[config.mk]
export PLATFORM = sky130hd
export DESIGN_NAME = rename_stage_flat
export DESIGN_NICKNAME = d
export VERILOG_FILES = /design/src/rtl/rename_if.sv /design/src/rtl/rename_stage.sv /design/src/flat_wrapper.sv
export SDC_FILE = /design/constraint.sdc
export NUM_CORES = 1
export LEC_CHECK = 0
export ABC_AREA = 1
export CORE_ASPECT_RATIO = 0.5
export CORE_UTILIZATION = 61
export CTS_BUF_LIST = sky130_fd_sc_hd__clkbuf_4
export CTS_CLUSTER_DIAMETER = 120
export CTS_CLUSTER_SIZE = 12
export DETAILED_ROUTE_END_ITERATION = 7
export PLACE_DENSITY = 0.85
export SYNTH_ARGS = -nofsm -noshare
export SYNTH_HDL_FRONTEND = slang
export SYNTH_SLANG_ARGS = --single-unit
export TNS_END_PERCENT = 50
[constraint.sdc]
create_clock -name clk -period 3.75 [get_ports clk]
set_input_delay 0.375 -clock clk [delete_from_list [all_inputs] [get_ports clk]]
set_output_delay 0.375 -clock clk [all_outputs]
set_load 0.005 [all_outputs]
[src/rtl/rename_if.sv]
`default_nettype none
// ============================================================================
// Module   : rename_if
// Brief    : Request, downstream, commit-return and status signals of the
//            register rename stage.
// Revision : 1.0
// ============================================================================
interface rename_if #(
    parameter int NUM_AREGS = 32,
    parameter int NUM_PREGS = 64
);
    localparam int AW = $clog2(NUM_AREGS);
    localparam int PW = $clog2(NUM_PREGS);

    logic          in_valid;
    logic          in_ready;
    logic [AW-1:0] in_rs1;
    logic [AW-1:0] in_rs2;
    logic [AW-1:0] in_rd;
    logic          in_wen;
    logic [31:0]   in_instr;

    logic          out_valid;
    logic          out_ready;
    logic [PW-1:0] out_ps1;
    logic [PW-1:0] out_ps2;
    logic [PW-1:0] out_pd;
    logic [PW-1:0] out_old_pd;
    logic [31:0]   out_instr;

    logic          ret_valid;
    logic [PW-1:0] ret_preg;

    logic [PW:0]   free_count;
    logic          overflow_err;

    modport slave (
        input  in_valid, in_rs1, in_rs2, in_rd, in_wen, in_instr,
        input  out_ready, ret_valid, ret_preg,
        output in_ready, out_valid, out_ps1, out_ps2, out_pd, out_old_pd,
        output out_instr, free_count, overflow_err
    );

    modport master (
        output in_valid, in_rs1, in_rs2, in_rd, in_wen, in_instr,
        output out_ready, ret_valid, ret_preg,
        input  in_ready, out_valid, out_ps1, out_ps2, out_pd, out_old_pd,
        input  out_instr, free_count, overflow_err
    );
endinterface
`default_nettype wire

[src/rtl/rename_stage.sv]
`default_nettype none
// ============================================================================
// Module   : rename_stage
// Brief    : Single-cycle register renamer: RAT lookup, free-list allocation
//            and commit-time physical register return.
// Revision : 1.0
// ============================================================================
module rename_stage #(
    parameter int NUM_AREGS = 32,
    parameter int NUM_PREGS = 64
) (
    input  wire logic clk,
    input  wire logic rst,
    rename_if.slave   bus
);
    localparam int AW       = $clog2(NUM_AREGS);
    localparam int PW       = $clog2(NUM_PREGS);
    localparam int FL_DEPTH = NUM_PREGS - NUM_AREGS;
    localparam int FLW      = (FL_DEPTH > 1) ? $clog2(FL_DEPTH) : 1;

    localparam logic [PW:0]    C_FL_DEPTH = (PW+1)'(FL_DEPTH);
    localparam logic [FLW-1:0] C_FL_LAST  = FLW'(FL_DEPTH - 1);

    logic [PW-1:0]  rat_q [NUM_AREGS];
    logic [PW-1:0]  fl_q  [FL_DEPTH];
    logic [FLW-1:0] head_q, head_d;
    logic [FLW-1:0] tail_q, tail_d;
    logic [PW:0]    count_q, count_d;
    logic           ovf_q, ovf_d;

    logic           out_valid_q;
    logic [PW-1:0]  out_ps1_q, out_ps2_q, out_pd_q, out_old_pd_q;
    logic [31:0]    out_instr_q;

    logic w_alloc, w_ready, w_accept, w_pop, w_push_req, w_full, w_push;

    always_comb begin
        w_alloc    = bus.in_wen && (bus.in_rd != '0);
        // Registered count only: a register returned this cycle is not yet allocatable.
        w_ready    = (!out_valid_q || bus.out_ready) && (!w_alloc || count_q != '0);
        w_accept   = bus.in_valid && w_ready;
        w_pop      = w_accept && w_alloc;
        w_push_req = bus.ret_valid && (bus.ret_preg != '0);
        w_full     = (count_q == C_FL_DEPTH);
        w_push     = w_push_req && (!w_full || w_pop);
    end

    always_comb begin
        head_d  = head_q;
        tail_d  = tail_q;
        count_d = count_q;
        ovf_d   = ovf_q;
        if (w_pop) begin
            head_d = (head_q == C_FL_LAST) ? '0 : head_q + FLW'(1);
        end
        if (w_push) begin
            tail_d = (tail_q == C_FL_LAST) ? '0 : tail_q + FLW'(1);
        end
        count_d = count_q + (PW+1)'(w_push) - (PW+1)'(w_pop);
        if (w_push_req && !w_push) begin
            ovf_d = 1'b1;
        end
    end

    always_ff @(posedge clk) begin
        if (rst) begin
            for (int i = 0; i < NUM_AREGS; i++) begin
                rat_q[i] <= PW'(i);
            end
            for (int i = 0; i < FL_DEPTH; i++) begin
                fl_q[i] <= PW'(NUM_AREGS + i);
            end
            head_q  <= '0;
            tail_q  <= '0;
            count_q <= C_FL_DEPTH;
            ovf_q   <= 1'b0;
        end else begin
            if (w_pop) begin
                rat_q[bus.in_rd] <= fl_q[head_q];
            end
            if (w_push) begin
                fl_q[tail_q] <= bus.ret_preg;
            end
            head_q  <= head_d;
            tail_q  <= tail_d;
            count_q <= count_d;
            ovf_q   <= ovf_d;
        end
    end

    // Sources and old_pd read the RAT before this cycle's write lands.
    always_ff @(posedge clk) begin
        if (rst) begin
            out_valid_q  <= 1'b0;
            out_ps1_q    <= '0;
            out_ps2_q    <= '0;
            out_pd_q     <= '0;
            out_old_pd_q <= '0;
            out_instr_q  <= '0;
        end else if (w_accept) begin
            out_valid_q  <= 1'b1;
            out_ps1_q    <= rat_q[bus.in_rs1];
            out_ps2_q    <= rat_q[bus.in_rs2];
            out_pd_q     <= w_alloc ? fl_q[head_q] : '0;
            out_old_pd_q <= w_alloc ? rat_q[bus.in_rd] : '0;
            out_instr_q  <= bus.in_instr;
        end else if (bus.out_ready) begin
            out_valid_q  <= 1'b0;
        end
    end

    assign bus.in_ready     = w_ready;
    assign bus.out_valid    = out_valid_q;
    assign bus.out_ps1      = out_ps1_q;
    assign bus.out_ps2      = out_ps2_q;
    assign bus.out_pd       = out_pd_q;
    assign bus.out_old_pd   = out_old_pd_q;
    assign bus.out_instr    = out_instr_q;
    assign bus.free_count   = count_q;
    assign bus.overflow_err = ovf_q;
endmodule
`default_nettype wire

[src/flat_wrapper.sv]
// flat-port wrapper written by rule: the top's interface ports become plain ports
module rename_stage_flat 
#(
    parameter int NUM_AREGS = 32,
    parameter int NUM_PREGS = 64
)
  (clk, rst, bus_in_valid, bus_in_rs1, bus_in_rs2, bus_in_rd, bus_in_wen, bus_in_instr, bus_out_ready, bus_ret_valid, bus_ret_preg, bus_in_ready, bus_out_valid, bus_out_ps1, bus_out_ps2, bus_out_pd, bus_out_old_pd, bus_out_instr, bus_free_count, bus_overflow_err);
  rename_if #(.NUM_AREGS(NUM_AREGS), .NUM_PREGS(NUM_PREGS)) bus_i ();
  input  wire logic clk;
  input  wire logic rst;
  input wire logic [$bits(bus_i.in_valid)-1:0] bus_in_valid;
  input wire logic [$bits(bus_i.in_rs1)-1:0] bus_in_rs1;
  input wire logic [$bits(bus_i.in_rs2)-1:0] bus_in_rs2;
  input wire logic [$bits(bus_i.in_rd)-1:0] bus_in_rd;
  input wire logic [$bits(bus_i.in_wen)-1:0] bus_in_wen;
  input wire logic [$bits(bus_i.in_instr)-1:0] bus_in_instr;
  input wire logic [$bits(bus_i.out_ready)-1:0] bus_out_ready;
  input wire logic [$bits(bus_i.ret_valid)-1:0] bus_ret_valid;
  input wire logic [$bits(bus_i.ret_preg)-1:0] bus_ret_preg;
  output wire logic [$bits(bus_i.in_ready)-1:0] bus_in_ready;
  output wire logic [$bits(bus_i.out_valid)-1:0] bus_out_valid;
  output wire logic [$bits(bus_i.out_ps1)-1:0] bus_out_ps1;
  output wire logic [$bits(bus_i.out_ps2)-1:0] bus_out_ps2;
  output wire logic [$bits(bus_i.out_pd)-1:0] bus_out_pd;
  output wire logic [$bits(bus_i.out_old_pd)-1:0] bus_out_old_pd;
  output wire logic [$bits(bus_i.out_instr)-1:0] bus_out_instr;
  output wire logic [$bits(bus_i.free_count)-1:0] bus_free_count;
  output wire logic [$bits(bus_i.overflow_err)-1:0] bus_overflow_err;
  assign bus_i.in_valid = bus_in_valid;
  assign bus_i.in_rs1 = bus_in_rs1;
  assign bus_i.in_rs2 = bus_in_rs2;
  assign bus_i.in_rd = bus_in_rd;
  assign bus_i.in_wen = bus_in_wen;
  assign bus_i.in_instr = bus_in_instr;
  assign bus_i.out_ready = bus_out_ready;
  assign bus_i.ret_valid = bus_ret_valid;
  assign bus_i.ret_preg = bus_ret_preg;
  assign bus_in_ready = bus_i.in_ready;
  assign bus_out_valid = bus_i.out_valid;
  assign bus_out_ps1 = bus_i.out_ps1;
  assign bus_out_ps2 = bus_i.out_ps2;
  assign bus_out_pd = bus_i.out_pd;
  assign bus_out_old_pd = bus_i.out_old_pd;
  assign bus_out_instr = bus_i.out_instr;
  assign bus_free_count = bus_i.free_count;
  assign bus_overflow_err = bus_i.overflow_err;
  rename_stage #(.NUM_AREGS(NUM_AREGS), .NUM_PREGS(NUM_PREGS)) u_core (.clk(clk), .rst(rst), .bus(bus_i));
endmodule
==> out/results.ini <==
[sta]
setup_slack_ns=0.709
setup_viol=0
min_period_over_period_pct=81.1
fin_setup_tns_ns=0
layout_min_cycle_time_ns=3.04
maxSlewViolCount=0
rsz0062_at_grt=false
slew-limit-headroom_pct=29.4
fin_skew_ns=0.0759
holdWs_ns=0.0834
max_freq_mhz=329
worstMarginPinSlew_ns=1.06
hold_viol=0

[power]
clkPwrFrac_pct=24.2
leakage_nw=10.6
sequentialPowerShare_pct=52.3
switchingPower_mw=3.75
p_per_area_mw_per_mm2=421
p_int_mw=7.57
swShare_pct=33.1
max-vdd-ir-drop_v=0.000294
pwr-share-comb_pct=23.5

[detailed_routing]
ant_nets=0
route.detailed.drc=6
drt_iter0_drc=4352
vias=23390
wirelength_um=79200
wl_per_cell_um=21.1
vias_per_cell=6.23
drtPass1Iterations=8

[clock_tree]
htreeDepth=2
cts_resized=0
clockBufferDepth=3
cts_sinks=464
clk_latency_ns=0.86
postCtsSetupBuffers=0
numCtsBuffers=44
cts_tree=built
root_buffer=clkbuf_4
clk_pin_slew_ns=0.15

[synthesis]
ys.warnings.count=0
yosys.area.top_type=edfxtp_1
yosysTopAreaCellShare_pct=46.4
yosys-top-cells-count=1317 x nand2_1, 616 x nand3_1, 384 x edfxtp_1
synth_edf_count=384
syn_area_per_cell_um2=7.81
synth_area_mm2=0.0249
yosysUniqueCellTypes=33
yosys_register_bits=464
seq_area_frac_synth_pct=52.8
synth_most_common_cell=nand2_1
synthFlopType=edfxtp_1
synth.area.top_cells=edfxtp_1 46%, nand2_1 20%, nand3_1 12%, dfxtp_1 6.4%, nor2_1 4.2%
syn_inst=3184
async_flop_share_pct=0

[grt]
antenna_found_initial=2
grt_pass1_vias=21723
overflow=0
grt_first_pass_wirelength_um=120000
grt_usage_pct=37.8
grt_start_max_net_pins=97

[layout]
drive_gt1_share_pct=5.09
final_cell_area_mm2=0.0269
fill_cells=3120
fin_cells=3752
nets=3267
area_delta_synth_final_pct=8.22

[worst_setup_path]
critical-path-top-delay-family=simple AND/OR/NAND/NOR gates
worstSetupPathType=reg2reg
r2r_slack_ns=0.71
worstPathCellList=inv_1 > ha_1 > nand4_1 > nand4_4 > inv_1 > ha_1 > inv_1 > ha_1 > inv_1 > fa_1 > inv_1 > nand3_1 > nand2_1 > nand2_1 > nand2_1 > a21oi_1 > or2_2 > and2_1
cp_data_required_time_ns=4.46
crit-reg2reg-launch=u_core.bus.free_count[4]$_SDFF_PP0_
critPathSlowestCell=dfxtp_1
critPathMostFrequentCell=inv_1
arrival_ns=3.75
critical_path_depth=18
cp_slowest_stage_delay_ns=0.39
end_kind=flop
r2r_cells=18
cp_num_buf_inv=5
r2r-end=u_core.bus.free_count[6]$_SDFF_PP0_
start_kind=flop
crit_path_max_fanout=6

[placement]
dp_hpwl_um=50400
post_dp_cell_area_mm2=0.0263
dp_slack_ns=0.285
place_inst=3673
port_buffers=124
place_congestion=1.01

[status]
violations=DRC
outcome=complete, but fails checks

[floorplan]
num_rows=51
start_util_pct=62.9
die_area_mm2=0.0416
io_pins=125
die_h_um=145
core-area_mm2=0.0395
fp.dieW_um=287

[job]
drv_cap=0

[hold_path]
holdPathEnd=u_core.bus.out_instr[24]$_SDFFE_PP0N_
hold_depth=3
hold_class=in2reg
hold_start=bus_in_instr[24]

==> worst min-delay path, cell delays in order <==
cell and delay (ns):
clkdlybuf4s50_1 0.39, nand2_1 0.06, a21oi_1 0.05
==> registers in the layout (all words and copies together), names as in the netlist, 5 cells and up, named ones only <==
signal	flops
u_core.bus.out_instr	32
u_core.bus.free_count	7
u_core.bus.out_old_pd	6
u_core.bus.out_ps2	6
u_core.bus.out_ps1	6
u_core.bus.out_pd	6
u_core.fl_q	192
u_core.tail_q	5
u_core.rat_q	192
u_core.head_q	5
==> area by class of cell <==
| class | instances | area, um2 | share of cell area [%] |
|---|---|---|---|
| inverters | 88 | 337 | 1.25 |
| well taps | 530 | 663 | 2.47 |
| clock buffers | 73 | 548 | 2.04 |
| multi-input cells | 2410 | 10400 | 38.7 |
| diodes | 2 | 5.00 | 0.0186 |
| clock inverters | 3 | 68.8 | 0.256 |
| flip-flops and latches | 464 | 13100 | 48.8 |
| repair buffers | 182 | 1740 | 6.47 |
==> timing repair <==
item                                    4_1_cts  5_1_grt
endpoints found under the hold margin         4        0
endpoints found under the setup margin        0        0
hold buffers                                  1        0
==> layer usage <==
layer	GRT usage, %	wire (um)
met1	48.2	27800
met2	59.7	35200
met3	9.23	11600
met4	21.3	4500
met5	0	0
==> worst max-delay path by stage <==
stage	start	endpoint	slack (ns)
floorplan	u_core.bus.free_count[2]$_SDFF_PP0_	u_core.bus.free_count[6]$_SDFF_PP0_	0.87
global placement	bus_in_rd[0]	u_core.bus.free_count[6]$_SDFF_PP0_	0.35
detailed placement	bus_in_rd[0]	u_core.bus.free_count[6]$_SDFF_PP0_	0.29
CTS	u_core.bus.free_count[4]$_SDFF_PP0_	u_core.bus.free_count[6]$_SDFF_PP0_	0.71
global route	u_core.bus.free_count[4]$_SDFF_PP0_	u_core.bus.free_count[6]$_SDFF_PP0_	0.46
finish	u_core.bus.free_count[4]$_SDFF_PP0_	u_core.bus.free_count[6]$_SDFF_PP0_	0.71
==> power groups by stage <==
stage | Combinational, mW | Clock (mW) | Sequential (mW)
6_report | 2.66 | 2.74 | 5.92
5_1_grt | 2.85 | 2.90 | 5.95
4_1_cts | 2.56 | 2.71 | 5.92
3_5_place_dp | 2.55 | 0 | 6.03
3_3_place_gp | 2.50 | 0 | 6.02
2_1_floorplan | 1.61 | 0 | 6.00
==> layout by cell type (no fill, tap or decap), types with 2 or more instances in the layout <==
cell type        synthesis  layout
edfxtp_1               384     384
nand2_2                  3       3
dfxtp_1                 80      79
nor2_1                 278     276
xor2_1                   3       3
nor2_4                   1       3
clkinv_1                 5       4
buf_2                   70       5
ha_1                    17      17
nor3_1                   3       3
inv_1                   74      72
buf_4                    7      50
nand2_4                  3       3
clkdlybuf4s50_1          0     119
diode_2                  0       2
nand4_1                 80      80
bufinv_16                0       2
nand3_1                616     615
inv_2                    6       8
clkinv_2                 3       3
a21oi_1                 61      61
o21ai_0                 13      13
conb_1                   1       6
buf_12                   0       7
nand2_1               1317    1317
clkbuf_4                 0      73
==> kinds of logic after synthesis <==
group                    after synthesis  synth area share (%)
AND/OR/NAND/NOR                     2307                  39.1
flip-flops                           464                  52.8
buffers and inverters                315                  5.47
AO/OA/AOI/OAI                         76                  1.55
adder cells (fa/ha/maj)               18                 0.936
XOR/XNOR                               3                 0.106
other                                  1                0.0151
==> metrics by stage <==
step	utilization, %	total power [mW]
floorplan	-	7.62
global placement	66.5	8.52
detailed placement	66.5	8.58
CTS	68.1	11.2
global route	68.1	11.7
finish	68.1	11.3
(Power assumes the default switching activity.)
